File: src/rtl/param_stack.sv
// Parametrised LIFO with full/count status, sticky overflow/underflow flags and replace-top on push+pop.
// One-cycle pop latency (registered data_out/pop_valid); no backpressure: rejected pushes/pops only set the sticky flags.
module param_stack #(
    parameter int WIDTH = 8,
    parameter int DEPTH = 8,
    localparam int CW = $clog2(DEPTH + 1)
) (
    input  logic             clk,
    input  logic             reset,
    input  logic             push,
    input  logic             pop,
    input  logic [WIDTH-1:0] data_in,
    input  logic             clear_err,
    output logic [WIDTH-1:0] data_out,
    output logic             pop_valid,
    output logic [CW-1:0]    count,
    output logic             empty,
    output logic             full,
    output logic             overflow,
    output logic             underflow
);

    localparam int AW = (DEPTH > 1) ? $clog2(DEPTH) : 1;

    logic [WIDTH-1:0] mem_q [DEPTH];

    logic [CW-1:0]    count_q, count_d;
    logic [WIDTH-1:0] data_out_q, data_out_d;
    logic             pop_valid_q, pop_valid_d;
    logic             overflow_q, overflow_d;
    logic             underflow_q, underflow_d;

    logic             mem_we;
    logic [AW-1:0]    mem_waddr;
    logic [AW-1:0]    top_idx;
    logic [AW-1:0]    free_idx;
    logic             empty_w;
    logic             full_w;

    assign empty_w  = (count_q == '0);
    assign full_w   = (count_q == CW'(DEPTH));
    assign top_idx  = AW'(count_q - CW'(1));
    assign free_idx = AW'(count_q);

    always_comb begin
        count_d     = count_q;
        data_out_d  = data_out_q;
        pop_valid_d = 1'b0;
        overflow_d  = clear_err ? 1'b0 : overflow_q;
        underflow_d = clear_err ? 1'b0 : underflow_q;
        mem_we      = 1'b0;
        mem_waddr   = free_idx;

        unique case ({push, pop})
            2'b10: begin
                if (full_w) begin
                    overflow_d = 1'b1;
                end else begin
                    mem_we    = 1'b1;
                    mem_waddr = free_idx;
                    count_d   = count_q + CW'(1);
                end
            end
            2'b01: begin
                if (empty_w) begin
                    underflow_d = 1'b1;
                end else begin
                    data_out_d  = mem_q[top_idx];
                    pop_valid_d = 1'b1;
                    count_d     = count_q - CW'(1);
                end
            end
            2'b11: begin
                // Replace-top keeps the depth constant; on an empty stack the word passes straight through.
                pop_valid_d = 1'b1;
                if (empty_w) begin
                    data_out_d = data_in;
                end else begin
                    data_out_d = mem_q[top_idx];
                    mem_we     = 1'b1;
                    mem_waddr  = top_idx;
                end
            end
            default: begin
            end
        endcase

        // Reset dominates every other request, including the memory write.
        if (reset) begin
            count_d     = '0;
            data_out_d  = '0;
            pop_valid_d = 1'b0;
            overflow_d  = 1'b0;
            underflow_d = 1'b0;
            mem_we      = 1'b0;
        end
    end

    always_ff @(posedge clk) begin
        count_q     <= count_d;
        data_out_q  <= data_out_d;
        pop_valid_q <= pop_valid_d;
        overflow_q  <= overflow_d;
        underflow_q <= underflow_d;
    end

    always_ff @(posedge clk) begin
        if (mem_we) begin
            mem_q[mem_waddr] <= data_in;
        end
    end

    assign data_out  = data_out_q;
    assign pop_valid = pop_valid_q;
    assign count     = count_q;
    assign empty     = empty_w;
    assign full      = full_w;
    assign overflow  = overflow_q;
    assign underflow = underflow_q;

endmodule

File: config.mk
export PLATFORM = sky130hd
export DESIGN_NAME = param_stack
export DESIGN_NICKNAME = d
export VERILOG_FILES = /design/src/rtl/param_stack.sv
export SDC_FILE = /design/constraint.sdc
export NUM_CORES = 1
export LEC_CHECK = 0
export BUFFER_PORTS_ARGS = -buffer_cell sky130_fd_sc_hd__buf_2
export CELL_PAD_IN_SITES_DETAIL_PLACEMENT = 1
export CELL_PAD_IN_SITES_GLOBAL_PLACEMENT = 2
export CORE_ASPECT_RATIO = 0.8
export CORE_MARGIN = 4
export CORE_UTILIZATION = 25
export CTS_BUF_LIST = sky130_fd_sc_hd__clkbuf_8
export CTS_CLUSTER_SIZE = 40
export DETAILED_ROUTE_END_ITERATION = 6
export GPL_TIMING_DRIVEN = 1
export PLACE_DENSITY = 0.53
export SETUP_SLACK_MARGIN = 0.4
export SLEW_MARGIN = 5
export SYNTH_ARGS = -nofsm -noshare
export SYNTH_HDL_FRONTEND = slang
export SYNTH_SLANG_ARGS = --single-unit
export TNS_END_PERCENT = 30
File: constraint.sdc
create_clock -name clk -period 2.93 [get_ports clk]
set_input_delay 0.4395 -clock clk [delete_from_list [all_inputs] [get_ports clk]]
set_output_delay 0.4395 -clock clk [all_outputs]
set_load 0.02 [all_outputs]
# After elaboration in Yosys (flattened, before gate mapping)
# Memory sizes are Yosys's and may differ from the RTL's.
# Index checks and enable logic that the tools add are counted.
[op_classes]
addsub = 2
n_eq_ne = 6
n_mux = 21
reduce_logical = 5
[ops]
columns = ["cell", "n"]
rows = [
  ["$mux 8", 2],
  ["$pmux 8 s2", 1],
  ["$mux 1", 11],
  ["$mux 4", 2],
  ["$pmux 4 s2", 1],
  ["$mux 3", 2],
  ["$add 4x1->4 const B", 1],
  ["$eq 2x2->1 const B", 2],
  ["$eq 4x4->1 const B", 1],
  ["$logic_not 4->1", 1],
  ["$ne 2x2->1 const B", 2],
  ["$pmux 1 s2", 2],
  ["$reduce_bool 2->1", 2],
  ["$sub 4x1->4 const B", 1],
  ["$reduce_and 3->1", 1],
  ["$eq 2x1->1 const B", 1],
  ["$reduce_and 2->1", 1],
]
[word_totals]
register_bits = 15
mem_bits_rw = 64
in_bits = 13
out_inout_bits = 17
wordCells = 40
mem_count = 1
[mem_list]
columns = ["name", "words", "word_bits", "rd", "rd_clocked_by_memory_dff", "write_ports", "line_no", "rtl"]
rows = [
  ["mem_q", 8, 8, 1, 0, 1, "25", "logic [WIDTH-1:0] mem_q [DEPTH];"],
]

# Longest topological paths before layout
[logic_depth]
depth_word = 6
depth_mapped = 9
mapped_depth_nobuf = 7

# Worst setup path before layout
# No wires, ideal clock.
[synth_path]
kind = "reg-to-reg"
start = "reg count_q[0], in the netlist count[0]"
end = "mem mem_q[0][0] (enable)"
setup_time_ps = 395
arrival_time_ps = 2621
required_ps = 2535
slack_ps = -86
path_stages_with_launch = 9
path_buffers = 2
period_less_slack_ps = 3016
cell_sequence = "dfxtp_1 buf_6 buf_2 inv_1 ha_1 nand3_1 mux2i_1 inv_1 nor4_1"
[synth_between]
elab_chain_len = 6
elab_cells_between_ends = 11
classes_between = "1 x add/sub; 1 x eq/ne; 8 x mux; 1 x reduce/logical"
[synth_rtl]
columns = ["item", "line_no", "rtl"]
rows = [
  ["start, declared", "27", "logic [CW-1:0] count_q, count_d;"],
  ["start signal, assigned", "100", "count_q <= count_d;"],
  ["$eq 4x4->1 or $logic_not 4->1 (tied branches)", "41, 40", ""],
  ["$mux 1, on equally long branches", "56, 76", ""],
  ["$pmux 1 s2", "54", "unique case ({push, pop})"],
  ["$mux 1", "89", "if (reset) begin"],
  ["$mux 1", "108", "if (mem_we) begin"],
  ["$mux 1 (implied by the code)", "109", "mem_q[mem_waddr] <= data_in;"],
  ["end, declared", "25", ""],
]
# Several ways; a longest one is shown, not always the timed one.

# Final worst setup path
[layout_path]
start = "reg count_q[1], in the netlist count[1]"
end = "mem mem_q[7][1] (enable)"
# Same word-level chain as after synthesis.

==> impl_results.md <==
- Outcome: complete, no violations
- CTS tree: yes
- DR iter-0 viols: 156
- Clock root cell: clkbuf_8
- CP Capture Type: flop
- Initial core utilization: 0.260
- Core area: 13100 um2
- Number of max-cap violations: 0
- DR WL/cell: 20.0 um
- Area share of the largest cell type after synthesis: 0.565
- Routed wire length: 8730 um
- Vias/cell: 4.59
- Max Transition Viols Final: 0
- Gr usage total: 0.116
- Max Buffers Root-to-Sink: 2
- Layout cells sized above 1: 0.337
- Top cells by instance count after synthesis: edfxtp_1, mux4_2, dfxtp_1
- Syn Std Cell Area: 3400 um2
- Worst path required time: 3.00 ns
- Gr ovfl total: 0
- Synth cell types: 41
- Maximum vdd drop: 0.196 mV
- Worst Tran Pin Value: 0.552 ns
- Largest net degree at the start of global routing: 27
- Xor-xnor portion of the synthesized cell area: 0.0103
- First-pass GRT wire length: 13400 um
- H-Tree Depth: 3
- M1 WL: 4200 um
- Skew final: 0.0121 ns
- Async set or reset register ratio after synthesis: 0
- Syn Nets: 232
- Post-DP HPWL: 5760 um
- Area Growth Syn to Fin: 20.1%
- HP Class: primary input to flop
- Antenna violation net count after detailed routing: 0
- Multiplexer share of the synthesized area: 0.139
- Clock transition at the registers of the reported paths: 0.09 ns
- Rel. slew slack: 0.632
- Die Y: 112 um
- Synth Flop Type: edfxtp_1
- Simple-gate share of the synthesized area: 0.0695
- Setup-failing EPs final: 0
- Register area share after synthesis: 0.653
- Synth area leader: edfxtp_1
- Final net count: 272
- Pleak: 0.00141 uW
- Largest family of logic cells by synthesized area: multiplexers
- Ports: 30
- Met2 wire length: 4130 um
- F_max: 0.428 GHz
- CTS Buf Count: 9
- RSZ-0062 raised after global routing: false
- Finished Core Util: 0.312
- Final period utilization: 0.797
- Die area: 15600 um2
- Synth Area in Compound Gates: 0.0805
- # clock sinks: 79
- 1st-pass router iterations: 4
- Layout filler cell count: 1382
- Crit Path Class: flop to flop
- Clk_lat worst skew: 0.36 ns
- Crit start category: flop
- Hold buffer count at CTS: 0
- Post-synth EDFFs: 64
- Die width: 138 um
- Top Metal Used: met4
- Initial antenna violation count: 0
- Syn Area/Cell: 15.8 um2
- Largest cells by area after synthesis: edfxtp_1, mux4_2, dfxtp_1, mux2i_1, a21oi_1
- RePlAce Congestion: 0.732
- Wire length on met3: 318 um
- DRC viols: 0
- Fin. Hold Viols: 0
- Setup TNS: 0 ns
- Routed via count: 2000
- Number of global-route vias before repair: 2155
- Flops & latches, synth: 79
- Data arrival time of the critical path: 2.41 ns
- Synth warnings: 0
- Post-Synthesis Cells: 216
- Number of I/O port buffers: 29
- Power density cells: 722 nW/um2
- Synth Area in Adders: 0.0110
- # diodes: 0
- Fin crit period: 2.33 ns
- Critical path fanouts, max: 8
- Most common cell in the synthesized netlist: edfxtp_1
- Site row count: 37
cell type report:
cell class / instances / area, um2 / area share
Tap cell: 175 / 219 / 0.0536
Clock buffer: 9 / 124 / 0.0303
Multi-Input combinational cell: 115 / 1110 / 0.271
Sequential cell: 79 / 2230 / 0.545
Clock inverter: 7 / 111 / 0.0273
Inverter: 10 / 37.5 / 0.00919
Timing Repair Buffer: 41 / 260 / 0.0637
metal layers:
layer / up-vias / GRT usage
li1: 925 / -
met1: 1024 / 0.159
met2: 39 / 0.183
met3: 12 / 0.0328
met4: 0 / 0.0316
met5: - / 0
where the power goes:
group / internal (uW) / total (uW) / switching (uW) / leakage [uW]
clock network: 560 / 980 / 420 / 0.000117
logic: 264 / 659 / 395 / 0.000586
registers: 1280 / 1310 / 30.3 / 0.000703
final timing paths:
kind | startpoint | end | slack, ns | cells after the start
max reg2reg | count[1]$_SDFFE_PP0P_ | mem_q[7][1]$_DFFE_PP_ | 0.60 | 8
min reg2reg | data_out[2]$_SDFFE_PP0P_ | data_out[2]$_SDFFE_PP0P_ | 0.47 | 2
max | count[1]$_SDFFE_PP0P_ | mem_q[7][1]$_DFFE_PP_ | 0.60 | 8
min | data_in[2] | mem_q[2][2]$_DFFE_PP_ | 0.37 | 1
metrics by stage:
| stage | instances | power, uW | setup WS [ns] | hold WS [ns] | area (um2) |
|---|---|---|---|---|---|
| after floorplan | 216 | 1790 | 0.425 | 0.538 | 3460 |
| after global placement | 418 | 2010 | 0.401 | 0.460 | 3810 |
| after detailed placement | 418 | 2010 | 0.343 | 0.470 | 3810 |
| after CTS | 434 | 2990 | 0.351 | 0.359 | 4040 |
| after global routing | 436 | 3090 | 0.467 | 0.359 | 4090 |
| final | 436 | 2950 | 0.596 | 0.370 | 4090 |
cells by family (layout without fill, tap and decap cells):
logic type	count (synthesis)	in the layout
AO/OA/AOI/OAI	39	39
AND/OR/NAND/NOR	42	42
XOR/XNOR	4	4
multiplexers	27	27
buffers and inverters	22	67
adder cells (fa/ha/maj)	3	3
flip-flops	79	79
state kept, by name, indices dropped and copies added (netlist names):
register	cells
data_out	8
underflow	1
mem_q	64
overflow	1
count	4
pop_valid	1
placed cells by master, fill, tap and decap left out, types with 3 or more instances in the layout:
cell type and count:
a211oi_1 3, a21oi_1 14, a221oi_1 7, and2_1 3, buf_2 29, buf_4 10
bufinv_16 3, clkbuf_8 9, dfxtp_1 13, edfxtp_1 64, inv_1 8, mux2i_1 10
mux4_2 16, nand2_1 8, nand3_1 3, nor2_1 6, nor2_4 3, nor2b_1 6
o21ai_0 5
critical path: stages (launching register included):
cell and delay (ns):
dfxtp_2 0.39, inv_1 0.13, ha_4 0.20, or3b_4 0.24, inv_2 0.04, or3_1 0.36, a221o_1 0.41, nor2_4 0.15
buf_12 0.14
timing repair:
item,4_1_cts,5_1_grt
setup buffers,0,2
pin swaps,0,2
resized for setup,1,3
endpoints found under the setup margin,16,40
Note: power is estimated with default switching activity, not from simulation.
